## config.mk

```make
export PLATFORM = sky130hd
export DESIGN_NAME = eth_rxdecap_flat
export DESIGN_NICKNAME = d
export VERILOG_FILES = /design/src/rtl/eth_rxdecap_if.sv /design/src/rtl/eth_rxdecap.sv /design/src/flat_wrapper.sv
export SDC_FILE = /design/constraint.sdc
export NUM_CORES = 1
export LEC_CHECK = 0
export ABC_AREA = 1
export ABC_CLOCK_PERIOD_IN_PS = 1900
export CAP_MARGIN = 20
export CORE_UTILIZATION = 50
export CTS_CLUSTER_SIZE = 30
export DETAILED_ROUTE_END_ITERATION = 10
export PLACE_DENSITY = 0.84
export SYNTH_ARGS = -nofsm -noshare
export SYNTH_HDL_FRONTEND = slang
export SYNTH_SLANG_ARGS = --single-unit
```

## constraint.sdc

```tcl
create_clock -name clk156 -period 1.9 [get_ports clk156]
set_input_delay 0.19 -clock clk156 [delete_from_list [all_inputs] [get_ports clk156]]
set_output_delay 0.19 -clock clk156 [all_outputs]
set_load 0.005 [all_outputs]
```

## src/rtl/eth_rxdecap_if.sv

```systemverilog
// MAC receive stream and eth2pcie FIFO write port of the RX decapsulator.
interface eth_rxdecap_if;
    logic        s_axis_rx_tvalid;
    logic [63:0] s_axis_rx_tdata;
    logic [7:0]  s_axis_rx_tkeep;
    logic        s_axis_rx_tlast;
    logic        s_axis_rx_tuser;
    logic        wr_en;
    logic [73:0] din;
    logic        full;

    modport slave (
        input  s_axis_rx_tvalid, s_axis_rx_tdata, s_axis_rx_tkeep, s_axis_rx_tlast,
        input  s_axis_rx_tuser, full,
        output wr_en, din
    );
    modport master (
        output s_axis_rx_tvalid, s_axis_rx_tdata, s_axis_rx_tkeep, s_axis_rx_tlast,
        output s_axis_rx_tuser, full,
        input  wr_en, din
    );
endinterface

```

## src/rtl/eth_rxdecap.sv

```systemverilog
// Ethernet RX decap: header check/strip, payload realigned to byte 0, 74-bit eth2pcie FIFO words.
// Destination-MAC filter compiled in with `define DECAP_MACFILT_EN.
module eth_rxdecap #(
    parameter logic [15:0] ETHERTYPE = 16'h88B5,
    parameter logic [47:0] LOCAL_MAC = 48'h00_11_22_33_44_55,
    parameter int          CNT_W     = 32
) (
    input  logic             clk156,
    input  logic             sys_rst_n,
    eth_rxdecap_if.slave     rx,
    output logic [CNT_W-1:0] cnt_good,
    output logic [CNT_W-1:0] cnt_drop,
    output logic [CNT_W-1:0] cnt_err
);
    typedef enum logic [2:0] {S_SYNC, S_HDR0, S_HDR1, S_DATA, S_FLUSH, S_DROP} state_t;

    state_t           state_q, state_d;
    logic [15:0]      resid_q, resid_d;
    logic [1:0]       fl_n_q, fl_n_d;
    logic             fl_user_q, fl_user_d;
    logic             dst_ok_q, dst_ok_d;
    logic             term_q, term_d;
    logic             wr_q, wr_d;
    logic [73:0]      din_q, din_d;
    logic [CNT_W-1:0] good_q, good_d, drop_q, drop_d, err_q, err_d;

    logic        vld, last, dst_hit, wr_need, ovf, do_hdr0;
    logic [63:0] dat;
    logic [3:0]  nkeep;
    logic [15:0] etype;
    logic [73:0] word;

    function automatic logic [3:0] popc(input logic [7:0] k);
        logic [3:0] n;
        n = '0;
        for (int i = 0; i < 8; i++) n = n + {3'b000, k[i]};
        return n;
    endfunction

    function automatic logic [7:0] keep_mask(input logic [3:0] n);
        logic [8:0] m;
        m = (9'd1 << n) - 9'd1;
        return m[7:0];
    endfunction

    assign vld   = rx.s_axis_rx_tvalid;
    assign last  = rx.s_axis_rx_tlast;
    assign dat   = rx.s_axis_rx_tdata;
    assign nkeep = popc(rx.s_axis_rx_tkeep);
    assign etype = {dat[39:32], dat[47:40]};

`ifdef DECAP_MACFILT_EN
    logic [47:0] dst_mac;
    assign dst_mac = {dat[7:0], dat[15:8], dat[23:16], dat[31:24], dat[39:32], dat[47:40]};
    assign dst_hit = (dst_mac == LOCAL_MAC) || (dst_mac == 48'hFFFF_FFFF_FFFF);
`else
    logic unused_mac;
    assign unused_mac = ^LOCAL_MAC;
    assign dst_hit    = 1'b1;
`endif

    always_comb begin
        state_d   = state_q;
        resid_d   = resid_q;
        fl_n_d    = fl_n_q;
        fl_user_d = fl_user_q;
        dst_ok_d  = dst_ok_q;
        term_d    = term_q;
        wr_d      = 1'b0;
        din_d     = din_q;
        good_d    = good_q;
        drop_d    = drop_q;
        err_d     = err_q;
        wr_need   = 1'b0;
        word      = '0;
        do_hdr0   = 1'b0;

        case (state_q)
            S_SYNC:  if (!vld || last) state_d = S_HDR0;
            S_HDR0:  do_hdr0 = 1'b1;
            S_HDR1: if (vld) begin
                if (etype != ETHERTYPE || !dst_ok_q || (last && nkeep <= 4'd6)) begin
                    drop_d  = drop_q + CNT_W'(1);
                    state_d = last ? S_HDR0 : S_DROP;
                end else begin
                    resid_d = dat[63:48];
                    if (last) begin
                        fl_n_d    = 2'(nkeep - 4'd6);
                        fl_user_d = ~rx.s_axis_rx_tuser;
                        state_d   = S_FLUSH;
                    end else begin
                        state_d = S_DATA;
                    end
                end
            end
            S_DATA: if (vld) begin
                // previous beat's bytes 6,7 lead the output word
                wr_need = 1'b1;
                resid_d = dat[63:48];
                word    = {2'b00, 8'hFF, dat[47:0], resid_q};
                if (last) begin
                    if (nkeep <= 4'd6) begin
                        word[73:64] = {~rx.s_axis_rx_tuser, 1'b1, keep_mask(nkeep + 4'd2)};
                        state_d     = S_HDR0;
                    end else begin
                        fl_n_d    = 2'(nkeep - 4'd6);
                        fl_user_d = ~rx.s_axis_rx_tuser;
                        state_d   = S_FLUSH;
                    end
                end
            end
            S_FLUSH: begin
                wr_need = 1'b1;
                word    = {fl_user_q, 1'b1, keep_mask({2'b00, fl_n_q}), 48'h0, resid_q};
                state_d = S_HDR0;
                do_hdr0 = 1'b1;
            end
            S_DROP:  if (vld && last) state_d = S_HDR0;
            default: state_d = S_SYNC;
        endcase

        ovf = wr_need & rx.full;

        // a frame starting while a terminator is owed (or becomes owed now) is dropped whole
        if (do_hdr0 && vld) begin
            dst_ok_d = dst_hit;
            if (term_q || ovf || last) begin
                drop_d  = drop_q + CNT_W'(1);
                state_d = last ? S_HDR0 : S_DROP;
            end else begin
                state_d = S_HDR1;
            end
        end

        if (ovf) begin
            term_d = 1'b1;
            err_d  = err_q + CNT_W'(1);
            if (state_q == S_DATA) state_d = last ? S_HDR0 : S_DROP;
        end else if (wr_need) begin
            wr_d  = 1'b1;
            din_d = word;
            if (word[72]) begin
                if (word[73]) err_d  = err_q + CNT_W'(1);
                else          good_d = good_q + CNT_W'(1);
            end
        end else if (term_q && !rx.full) begin
            wr_d   = 1'b1;
            din_d  = {2'b11, 72'h0};
            term_d = 1'b0;
        end
    end

    always_ff @(posedge clk156 or negedge sys_rst_n) begin
        if (!sys_rst_n) begin
            state_q   <= S_SYNC;
            resid_q   <= '0;
            fl_n_q    <= '0;
            fl_user_q <= 1'b0;
            dst_ok_q  <= 1'b0;
            term_q    <= 1'b0;
            wr_q      <= 1'b0;
            din_q     <= '0;
            good_q    <= '0;
            drop_q    <= '0;
            err_q     <= '0;
        end else begin
            state_q   <= state_d;
            resid_q   <= resid_d;
            fl_n_q    <= fl_n_d;
            fl_user_q <= fl_user_d;
            dst_ok_q  <= dst_ok_d;
            term_q    <= term_d;
            wr_q      <= wr_d;
            din_q     <= din_d;
            good_q    <= good_d;
            drop_q    <= drop_d;
            err_q     <= err_d;
        end
    end

    assign rx.wr_en = wr_q;
    assign rx.din   = din_q;
    assign cnt_good = good_q;
    assign cnt_drop = drop_q;
    assign cnt_err  = err_q;
endmodule

```

## src/flat_wrapper.sv

```systemverilog
// flat-port wrapper written by rule: the top's interface ports become plain ports
module eth_rxdecap_flat 
#(
    parameter logic [15:0] ETHERTYPE = 16'h88B5,
    parameter logic [47:0] LOCAL_MAC = 48'h00_11_22_33_44_55,
    parameter int          CNT_W     = 32
)
  (clk156, sys_rst_n, cnt_good, cnt_drop, cnt_err, rx_s_axis_rx_tvalid, rx_s_axis_rx_tdata, rx_s_axis_rx_tkeep, rx_s_axis_rx_tlast, rx_s_axis_rx_tuser, rx_full, rx_wr_en, rx_din);
  eth_rxdecap_if rx_i ();
  input  logic clk156;
  input  logic sys_rst_n;
  output logic [CNT_W-1:0] cnt_good;
  output logic [CNT_W-1:0] cnt_drop;
  output logic [CNT_W-1:0] cnt_err;
  input wire logic [$bits(rx_i.s_axis_rx_tvalid)-1:0] rx_s_axis_rx_tvalid;
  input wire logic [$bits(rx_i.s_axis_rx_tdata)-1:0] rx_s_axis_rx_tdata;
  input wire logic [$bits(rx_i.s_axis_rx_tkeep)-1:0] rx_s_axis_rx_tkeep;
  input wire logic [$bits(rx_i.s_axis_rx_tlast)-1:0] rx_s_axis_rx_tlast;
  input wire logic [$bits(rx_i.s_axis_rx_tuser)-1:0] rx_s_axis_rx_tuser;
  input wire logic [$bits(rx_i.full)-1:0] rx_full;
  output wire logic [$bits(rx_i.wr_en)-1:0] rx_wr_en;
  output wire logic [$bits(rx_i.din)-1:0] rx_din;
  assign rx_i.s_axis_rx_tvalid = rx_s_axis_rx_tvalid;
  assign rx_i.s_axis_rx_tdata = rx_s_axis_rx_tdata;
  assign rx_i.s_axis_rx_tkeep = rx_s_axis_rx_tkeep;
  assign rx_i.s_axis_rx_tlast = rx_s_axis_rx_tlast;
  assign rx_i.s_axis_rx_tuser = rx_s_axis_rx_tuser;
  assign rx_i.full = rx_full;
  assign rx_wr_en = rx_i.wr_en;
  assign rx_din = rx_i.din;
  eth_rxdecap #(.ETHERTYPE(ETHERTYPE), .LOCAL_MAC(LOCAL_MAC), .CNT_W(CNT_W)) u_core (.clk156(clk156), .sys_rst_n(sys_rst_n), .rx(rx_i), .cnt_good(cnt_good), .cnt_drop(cnt_drop), .cnt_err(cnt_err));
endmodule
```

==> flow_metrics.py, run 1 <==
metrics = {
    "status": {
        "outcome": "finished with violations",
        "violations": "negative setup slack",
    },
    "floorplanning": {
        "initial_utilization": 0.518,
        "die_area_sq_um": 21000,
        "num_io_pins": 249,
        "die_h_um": 145,
        "die-width_um": 145,
        "core_area_sq_um": 19700,
        "num_rows": 51,
    },
    "logic_synthesis": {
        "yosysWarnings": 0,
        "synth_ff_type": "dfrtp_1",
        "synth_top_family_by_area": "simple AND/OR/NAND/NOR gates",
        "synth_edf_count": 0,
        "synth_cells": 1191,
        "ys_seq_area_frac": 0.478,
        "synth_compound_area_frac": 0.0987,
        "yosys.area_share.xor_xnor": 0.0677,
        "synth_area_per_cell_sq_um": 8.57,
        "synth_top_cell_area_share": 0.478,
        "synthAdderAreaFrac": 0.0213,
        "synth_largest_area_cell": "dfrtp_1",
        "synth-simple-area-share": 0.257,
        "synthMuxAreaShare": 0,
        "synth-seq-cells": 195,
        "ys_top_cells_by_area": "dfrtp_1 (48%), nand2_1 (12%), inv_1 (5.4%), xor2_1 (4.4%), a22o_1 (3.5%)",
        "synth.net_count": 1284,
        "netlist_area_sq_um": 10200,
        "async_flop_share": 1.00,
        "ys_types": 54,
    },
    "critical_path": {
        "critical-path-top-delay-family": "adder cells",
        "worstPathCellList": "buf_6 > ha_4 > inv_2 > fa_1 > fa_1 > fa_2 > inv_2 > fa_2 > inv_2 > nor2_4 > nand3_4 > nand3_4 > inv_4 > nor3_4 > ha_2 > nor2_2 > nor2_2 > nand3_1 > nand2_1 > nand3_1",
        "cp-end-kind": "flop",
        "cp.required_ps": 2210,
        "cp.buffers_inverters": 5,
        "crit_path_frequent_cell": "inv_2",
        "worstPathArrival_ps": 3820,
        "setup.worst_path.class": "input port to flop",
        "setup.worst_path.start_class": "input port",
        "slowest_delay_ps": 580,
        "crit_slowest_cell": "fa_2",
        "critPathMaxFanout": 3,
    },
    "placement": {
        "dp.cells": 1780,
        "io_buffers": 248,
        "gp_congestion": 0.945,
        "dp_hpwl_mm": 22.3,
    },
    "finish": {
        "layout-drive-gt1-share": 0.231,
        "area_growth_syn_to_layout_pct": 54.5,
        "layout.cells.non_filler": 1865,
        "nets": 1681,
        "fill_cells": 1179,
        "utilization": 0.800,
        "diodes": 0,
    },
    "min_path": {
        "min_path_type": "input port to flop",
    },
    "timing": {
        "finalMaxSlewViolations": 0,
        "min_period_ps": 3510,
        "hold_violations": 0,
        "setup_violations": 128,
        "rsz0062_at_grt": "yes",
        "slew_headroom": 0.625,
        "fmax_ghz": 0.285,
        "fin_hold_ws_ps": 297,
        "clock-skew-final_ps": 9.63,
        "layout_setup_ws_ps": -1610,
        "fin_crit_sh": 1.85,
        "worst_pin_slew_ps": 557,
    },
    "grt": {
        "grt_max_degree": 65,
        "antenna_found_initial": 0,
        "grt_pass1_wl_mm": 49.7,
        "grt_pass1_vias": 9976,
        "grt_use_total": 0.309,
        "grt_overflow_total": 0,
    },
    "cts": {
        "clkTransAtPathRegs_ps": 80,
        "h-tree-depth": 4,
        "insertion_delay_ps": 440,
        "numCtsBuffers": 17,
        "cts_tree": "built",
        "cts_num_sinks": 195,
        "cts.path.max_buffers": 2,
        "cts_root_buffer": "clkbuf_16",
    },
    "power": {
        "p_leak_nw": 7.33,
        "finalPower_w": 0.0168,
        "p_per_area_nw_per_um2": 1070,
        "ir_drop_mv": 0.899,
    },
    "routing": {
        "routedWlPerCell_um": 18.6,
        "dr.pass1.iters": 7,
        "wl_mm": 34.6,
        "drc": 0,
        "drt_iter0_markers": 811,
        "avgViaCountPerCell": 5.60,
        "ant_nets": 0,
        "dr_total_vias": 10450,
    },
    "job": {
        "timing.max_cap.violations": 0,
    },
}
area by class of cell:
type	instances	area [sq um]	area share
Tap cell	265	332	0.0210
Inverter	157	632	0.0401
Multi-Input combinational cell	812	5310	0.337
Clock buffer	17	425	0.0270
Timing Repair Buffer	405	4020	0.255
Clock inverter	14	171	0.0109
Sequential cell	195	4880	0.310
worst register-to-register path, stage by stage (launching register included):
cell,delay [ps]
dfrtp_1,420
ha_1,200
nand3_1,90
nor2_1,150
nand3_1,140
nor2_1,230
nand3_1,180
nor2_1,300
nand2_2,80
nand2_1,100
nand3_1,90
nand2_1,80
inv_1,40
metal layers:
| layer | GRT usage | vias to the layer above | share of wire |
|---|---|---|---|
| li1 | - | 4691 | - |
| met1 | 0.364 | 5003 | 0.38 |
| met2 | 0.536 | 609 | 0.49 |
| met3 | 0.0563 | 147 | 0.080 |
| met4 | 0.165 | 0 | 0.053 |
| met5 | 0 | - | 0 |
kinds of logic (layout without fill, tap and decap cells):
family / count (synthesis) / count (layout)
simple gates: 575 / 577
fa+ha+maj: 15 / 15
xor+xnor: 78 / 78
buf+inv: 186 / 593
compound gates: 142 / 142
flops: 195 / 195
registers in the layout (all words and copies together), names as in the netlist:
signal	flops
u_core.resid_q	16
u_core.cnt_err	32
u_core.state_q	3
u_core.rx.wr_en	1
u_core.cnt_drop	32
u_core.cnt_good	32
u_core.dst_ok_q	1
u_core.fl_n_q	2
u_core.term_q	1
u_core.rx.din	74
u_core.fl_user_q	1
cells in the mapped netlist, types with 2 or more instances:
master,number
ha_1,11
o21bai_1,3
o22ai_1,2
nand3_4,3
nor3_4,2
xor2_1,51
inv_2,7
nor2_1,81
a32o_1,16
buf_6,4
buf_4,7
nor3_1,42
inv_1,148
nand4_1,28
nand2_1,315
nand2_2,5
or2_2,2
nor2_2,8
o21ai_0,48
nand3b_1,5
nor2_4,4
a21oi_1,8
buf_2,11
fa_1,4
dfrtp_1,195
nand2_4,6
clkbuf_1,6
nand3_2,4
o21ai_1,12
o2111ai_1,2
nor4_1,11
nand3_1,53
xnor2_1,26
a22o_1,41
report_power, final:
part / switching, W / internal, W / leakage, nW / total, W
Clock: 0.00174 / 0.00198 / 0.276 / 0.00372
Sequential: 0.000828 / 0.00508 / 2.56 / 0.00590
Combinational: 0.00347 / 0.00371 / 4.49 / 0.00718
what timing repair did:
item,4_1_cts,5_1_grt
endpoints found under the hold margin,57,0
hold buffers,1,0
buffers inserted,24,24
cloned,4,6
endpoints found under the setup margin,128,173
pin swaps,54,42
resized for setup,111,102
worst paths after layout:
kind	start	end	slack [ps]	depth (start not counted)
worst max-delay path	rx_s_axis_rx_tkeep[0]	u_core.state_q[0]$_DFF_PN0_	-1610	20
worst min-delay path	rx_s_axis_rx_tdata[48]	u_core.resid_q[0]$_DFFE_PN0P_	300	3
max in group asynchronous	sys_rst_n	u_core.rx.din[0]$_DFFE_PN0P_	940	3
worst max register to register	u_core.cnt_drop[0]$_DFF_PN0_	u_core.cnt_drop[26]$_DFF_PN0_	-310	12
worst min register to register	u_core.rx.din[9]$_DFFE_PN0P_	u_core.rx.din[9]$_DFFE_PN0P_	490	1
min in group asynchronous	sys_rst_n	u_core.cnt_good[16]$_DFFE_PN0P_	310	2
layout by cell type (no fill, tap or decap), drive strengths merged, types with 2 or more instances in the layout:
master	synthesis	final
a21oi	10	10
a22o	41	41
a32o	16	16
buf	23	154
bufinv	0	2
clkbuf	6	22
clkdlybuf4s50	0	243
clkinv	2	4
clkinvlp	0	6
dfrtp	195	195
dlygate4sd2	0	2
fa	4	4
ha	11	11
inv	155	159
nand2	326	328
nand3	60	60
nand3b	5	5
nand4	29	29
nor2	93	93
nor3	45	45
nor4	11	11
o2111ai	2	2
o21ai	62	62
o21bai	3	3
o22ai	2	2
or2	3	3
xnor2	26	26
xor2	52	52
stage by stage:
| stage | setup WS [ps] | instance area, sq um | TNS (ps) |
|---|---|---|---|
| after floorplan | -1720 | 10400 | -200450 |
| after global placement | -2340 | 13900 | -273630 |
| after detailed placement | -2490 | 13900 | -293400 |
| after CTS | -1420 | 15100 | -160910 |
| after global routing | -1650 | 15800 | -185610 |
| final | -1610 | 15800 | -174590 |
No activity file was read; power rests on OpenSTA's default activity.
==> run 2: changes to the inputs <==
- CORE_UTILIZATION: 50 -> 30
- PLACE_DENSITY: 0.84 -> 0.56
==> flow_metrics.py, run 2 (synthesis gave the netlist of run 1 again) <==
metrics = {
    "finish": {
        "utilization": 0.482,
        "layout_commonest_cell": "nand2_1",
        "layout-drive-gt1-share": 0.237,
        "area_growth_syn_to_layout_pct": 58.3,
        "layout_common_cells": "nand2_1 (256), clkdlybuf4s50_1 (243), dfrtp_1 (194)",
        "largest_reg_flops": 74,
        "finalInstanceArea_sq_um": 16200,
        "nets": 1688,
        "diodes": 0,
        "fill_cells": 3219,
    },
    "routing": {
        "wl_mm": 32.2,
        "drc": 0,
        "routedWlPerCell_um": 15.7,
        "drt_iter0_markers": 456,
        "avgViaCountPerCell": 4.70,
        "dr_total_vias": 9668,
        "dr.pass1.iters": 5,
        "ant_nets": 0,
    },
    "placement": {
        "dp_hpwl_mm": 23.1,
        "placed_area_sq_um": 14300,
        "gp_congestion": 0.909,
        "io_buffers": 248,
    },
    "status": {
        "outcome": "finished with violations",
        "violations": "negative setup slack",
    },
    "timing": {
        "fin_crit_sh": 1.75,
        "finalMaxSlewViolations": 0,
        "rsz0062_at_grt": "yes",
        "min_period_ps": 3330,
        "fmax_ghz": 0.300,
        "layout_setup_ws_ps": -1430,
        "hold_violations": 0,
        "worst_pin_slew_ps": 527,
        "clock-skew-final_ps": 14.4,
        "setup_violations": 128,
        "slew_headroom": 0.648,
    },
    "critical_path": {
        "cp-end-kind": "flop",
        "slowest_delay_ps": 550,
        "worstPathCellList": "buf_6 > ha_4 > inv_2 > fa_1 > fa_1 > fa_2 > inv_2 > fa_2 > inv_2 > nor2_4 > nand3_4 > buf_6 > nand2_4 > inv_4 > nand4_4 > nand3_4 > buf_4 > buf_6 > buf_8 > buf_16 > xor2_1",
        "setup.worst_path.start_class": "input port",
        "setup.worst_path.class": "input port to flop",
        "worstPathArrival_ps": 3660,
        "cp.required_ps": 2230,
        "crit_slowest_cell": "fa_2",
        "critPathMaxFanout": 7,
    },
    "floorplanning": {
        "initial_utilization": 0.304,
        "die_area_sq_um": 34800,
        "num_rows": 67,
        "die_h_um": 186,
        "core_area_sq_um": 33500,
        "die-width_um": 186,
        "num_io_pins": 249,
    },
    "cts": {
        "clkTransAtPathRegs_ps": 70,
        "cts_tree": "built",
        "h-tree-depth": 4,
        "cts_num_sinks": 195,
        "insertion_delay_ps": 450,
        "numCtsBuffers": 17,
        "cts.path.max_buffers": 2,
        "cts_root_buffer": "clkbuf_16",
    },
    "power": {
        "ir_drop_mv": 0.698,
        "p_per_area_nw_per_um2": 1030,
        "p_leak_nw": 7.35,
        "finalPower_w": 0.0166,
    },
    "grt": {
        "grt_pass1_wl_mm": 52.2,
        "grt_use_total": 0.188,
        "grt_pass1_vias": 9719,
        "antenna_found_initial": 2,
        "grt_overflow_total": 0,
        "grt_max_degree": 59,
    },
    "min_path": {
        "min_path_type": "input port to flop",
    },
    "job": {
        "timing.max_cap.violations": 0,
    },
}
[run 2: cell count changes in the layout (fill, tap and decap cells not counted), moves of 4 or more]
cell,change
o21ai_1,-8
nand2_1,-7
buf_16,+6
clkinvlp_4,-6
o21ai_2,+6
nand2_2,+5
clkbuf_8,+4
[run 2: metal layers]
metal  wire (um)  GRT usage
met1       14300      0.242
met2       15400      0.311
met3        1670     0.0416
met4         800     0.0680
met5          12          0
[run 2: report_power, final]
group / internal (W) / switching (W)
Combinational: 0.00380 / 0.00314
Sequential: 0.00508 / 0.000814
Clock: 0.00210 / 0.00168
[run 2: worst max-delay path: cells and delay by family]
kind	cells	cell delay (ps)
adder cells (fa/ha/maj)	5	1960
AND/OR/NAND/NOR	5	450
XOR/XNOR	1	130
buffers and inverters	10	940
[run 2: layout make-up]
class | count | area, sq um | area share
Timing Repair Buffer | 413 | 4170 | 0.258
Clock inverter | 9 | 118 | 0.00728
Multi-Input combinational cell | 811 | 5310 | 0.329
Tap cell | 448 | 561 | 0.0347
Sequential cell | 195 | 4880 | 0.302
Clock buffer | 23 | 488 | 0.0302
Inverter | 157 | 621 | 0.0384
[run 2: per-stage QoR]
step           TNS, ps  worst slack (ps)  cells  hold WS, ps
6_report       -166020             -1430   2056          283
5_1_grt        -182950             -1590   2056          279
4_1_cts        -163250             -1420   2051          264
3_5_place_dp   -291750             -2370   1982          228
3_3_place_gp   -282930             -2360   1982          221
2_1_floorplan  -200450             -1720   1191         -106
[run 2: final timing paths]
check / from / endpoint / slack, ps / cells after the start
max in group asynchronous: sys_rst_n / u_core.cnt_drop[30]$_DFF_PN0_ / 960 / 3
min reg2reg: u_core.rx.din[64]$_DFFE_PN0P_ / u_core.rx.din[64]$_DFFE_PN0P_ / 490 / 1
max reg2reg: u_core.cnt_drop[0]$_DFF_PN0_ / u_core.cnt_drop[26]$_DFF_PN0_ / -130 / 12
max: rx_s_axis_rx_tkeep[0] / u_core.cnt_err[0]$_DFFE_PN0P_ / -1430 / 21
min: rx_s_axis_rx_tdata[51] / u_core.resid_q[3]$_DFFE_PN0P_ / 280 / 3
min in group asynchronous: sys_rst_n / u_core.rx.din[40]$_DFFE_PN0P_ / 300 / 2
[run 2: what timing repair did]
action | 4_1_cts | 5_1_grt
pin swaps | 61 | 25
buffers inserted | 30 | 8
hold buffers | 1 | 0
gates resized for setup | 145 | 75
cloned | 8 | 1
endpoints found under the setup margin | 134 | 174
endpoints found under the hold margin | 52 | 0
==> run 3: changes to the inputs <==
- CTS_BUF_LIST: default -> sky130_fd_sc_hd__clkbuf_2
==> flow_metrics.py, run 3 (synthesis gave the netlist of run 1 again) <==
metrics = {
    "critical_path": {
        "r2r_slack_ps": -170,
        "reg2reg_from": "u_core.cnt_drop[0]$_DFF_PN0_",
        "cp-end-kind": "flop",
        "cp.buffers_inverters": 8,
        "worstPathArrival_ps": 3660,
        "setup.worst_path.class": "input port to flop",
        "setup.worst_path.start_class": "input port",
        "slowest_delay_ps": 550,
        "critPathMaxFanout": 5,
        "critical-path-top-delay-family": "adder cells",
        "worstPathCellList": "buf_6 > ha_4 > inv_2 > fa_1 > fa_1 > fa_2 > inv_2 > fa_2 > inv_2 > nor2_4 > nand3_4 > nand2_4 > inv_4 > nand4_4 > nand3_4 > nor2_4 > buf_8 > buf_12 > clkbuf_16 > nand2_1 > nand2_1",
        "crit_slowest_cell": "fa_2",
        "crit_path_frequent_cell": "inv_2",
        "cp.required_ps": 2660,
        "r2r-end": "u_core.cnt_drop[27]$_DFF_PN0_",
        "r2r_cells": 11,
    },
    "placement": {
        "io_buffers": 248,
        "dp_hpwl_mm": 23.1,
        "gp_congestion": 0.909,
    },
    "routing": {
        "routedWlPerCell_um": 15.7,
        "avgViaCountPerCell": 4.68,
        "drt_iter0_markers": 465,
        "ant_nets": 0,
        "dr_total_vias": 10582,
        "drc": 0,
        "wl_mm": 35.5,
        "dr.pass1.iters": 5,
    },
    "finish": {
        "area_growth_syn_to_layout_pct": 79.2,
        "nets": 1889,
        "fill_cells": 2952,
        "largest_reg_flops": 74,
        "layout-drive-gt1-share": 0.333,
        "layout_commonest_cell": "nand2_1",
        "layout_common_cells": "nand2_1 (229), buf_4 (215), dfrtp_1 (159)",
    },
    "floorplanning": {
        "die_h_um": 186,
        "initial_utilization": 0.304,
        "die-width_um": 186,
        "die_area_sq_um": 34800,
        "num_io_pins": 249,
        "num_rows": 67,
        "core_area_sq_um": 33500,
    },
    "min_path": {
        "min_to": "u_core.fl_n_q[0]$_DFFE_PN0P_",
        "hold_start": "rx_s_axis_rx_tkeep[5]",
        "min_path_type": "input port to flop",
        "hold_depth": 5,
    },
    "timing": {
        "slew_headroom": 0.535,
        "min_period_ps": 2900,
        "fin_setup_tns_ps": -113490,
        "finalMaxSlewViolations": 0,
        "clock-skew-final_ps": 77.6,
        "setup_violations": 135,
        "rsz0062_at_grt": "yes",
        "fin_crit_sh": 1.53,
        "hold_violations": 0,
        "worst_pin_slew_ps": 691,
        "fmax_ghz": 0.344,
        "layout_setup_ws_ps": -1000,
    },
    "power": {
        "switching_share": 0.367,
        "p_per_area_nw_per_um2": 864,
        "ir_drop_mv": 0.480,
        "power.share.combinational": 0.497,
        "switching_power_w": 0.00580,
        "seqPwrFrac": 0.367,
        "clockPowerShare": 0.136,
        "finalPower_w": 0.0158,
        "p_leak_nw": 10.9,
        "p_int_w": 0.0100,
    },
    "grt": {
        "grt_overflow_total": 0,
        "grt_pass1_vias": 9895,
        "grt_pass1_wl_mm": 52.1,
        "grt_use_total": 0.188,
        "grt_max_degree": 59,
        "antenna_found_initial": 2,
    },
    "cts": {
        "clkTransAtPathRegs_ps": 280,
        "cts_tree": "built",
        "cts_num_sinks": 195,
        "h-tree-depth": 4,
        "insertion_delay_ps": 850,
        "numCtsBuffers": 17,
        "cts.path.max_buffers": 2,
        "cts_root_buffer": "clkbuf_2",
    },
    "status": {
        "violations": "negative setup slack",
        "outcome": "finished with violations",
    },
    "job": {
        "timing.max_cap.violations": 0,
    },
}
-- run 3: cell count changes in the layout (fill, tap and decap cells not counted), sizes merged --
cell and change:
buf +129, dlygate4sd3 +67, dlygate4sd2 +1, inv -3
diode +2, clkinvlp +2, clkinv +6, clkbuf +9
clkdlybuf4s50 -164, clkdlybuf4s15 +6, dlymetal6s2s +148
-- run 3: through the flow --
step / setup slack, ps / std cells / hold WS, ps / util / instance area (sq um)
floorplan: -1720 / 1191 / -106 / - / 10400
finish: -1000 / 2259 / 291 / 0.545 / 18300
detailed placement: -2370 / 1982 / 228 / 0.427 / 14300
CTS: -898 / 2116 / 196 / 0.474 / 15900
global route: -1040 / 2259 / 219 / 0.545 / 18300
global placement: -2360 / 1982 / 221 / 0.427 / 14300
-- run 3: repair_timing --
action                     4_1_cts  5_1_grt
setup endpoints to repair      306      362
setup buffers                   31      140
hold endpoints to repair       261        0
gates resized for setup        155      410
pin swaps                       40       65
cloned                           5        8
hold buffers                    68        0
-- run 3: cell type report --
cell class	count	area (sq um)	share of cell area
clock inverter	13	133	0.00725
multi-input combinational	811	5570	0.305
antenna	2	5.00	0.000274
timing repair inverter	1	7.51	0.000410
inverter	157	642	0.0351
clock buffer	19	95.1	0.00520
sequential	195	4920	0.269
tap	448	561	0.0306
timing repair buffer	613	6350	0.347
-- run 3: power groups by stage --
stage	Combinational (W)	Clock [W]	Sequential, W
after floorplan	0.00265	0	0.00585
after global placement	0.00575	0	0.00588
after global routing	0.00846	0.00241	0.00591
after CTS	0.00658	0.00225	0.00583
after detailed placement	0.00581	0	0.00589
final	0.00785	0.00216	0.00580
-- run 3: worst max-delay path by stage --
stage                          startpoint                               to  slack (ps)  cells after the start
global placement    rx_s_axis_rx_tkeep[0]    u_core.rx.din[70]$_DFFE_PN0P_       -2360                     23
global route        rx_s_axis_rx_tkeep[0]  u_core.cnt_good[27]$_DFFE_PN0P_       -1040                     21
finish              rx_s_axis_rx_tkeep[0]  u_core.cnt_good[27]$_DFFE_PN0P_       -1000                     21
CTS                 rx_s_axis_rx_tkeep[0]    u_core.rx.din[70]$_DFFE_PN0P_        -900                     23
detailed placement  rx_s_axis_rx_tkeep[0]    u_core.rx.din[70]$_DFFE_PN0P_       -2370                     23
floorplan           rx_s_axis_rx_tkeep[1]    u_core.rx.din[70]$_DFFE_PN0P_       -1720                     21
-- run 3: routing by layer --
layer | routed length [um] | global-route usage | vias to the layer above
met5 | 0 | 0 | -
met4 | 912 | 0.0677 | 0
met3 | 1810 | 0.0380 | 65
met2 | 17700 | 0.313 | 333
met1 | 15100 | 0.239 | 5085
li1 | - | - | 5099
-- run 3: worst register-to-register path: cells and delay by family (launching register included) --
| kind | cells | cell delay, ps |
|---|---|---|
| buf+inv | 3 | 350 |
| simple gates | 8 | 1150 |
| flops | 1 | 490 |
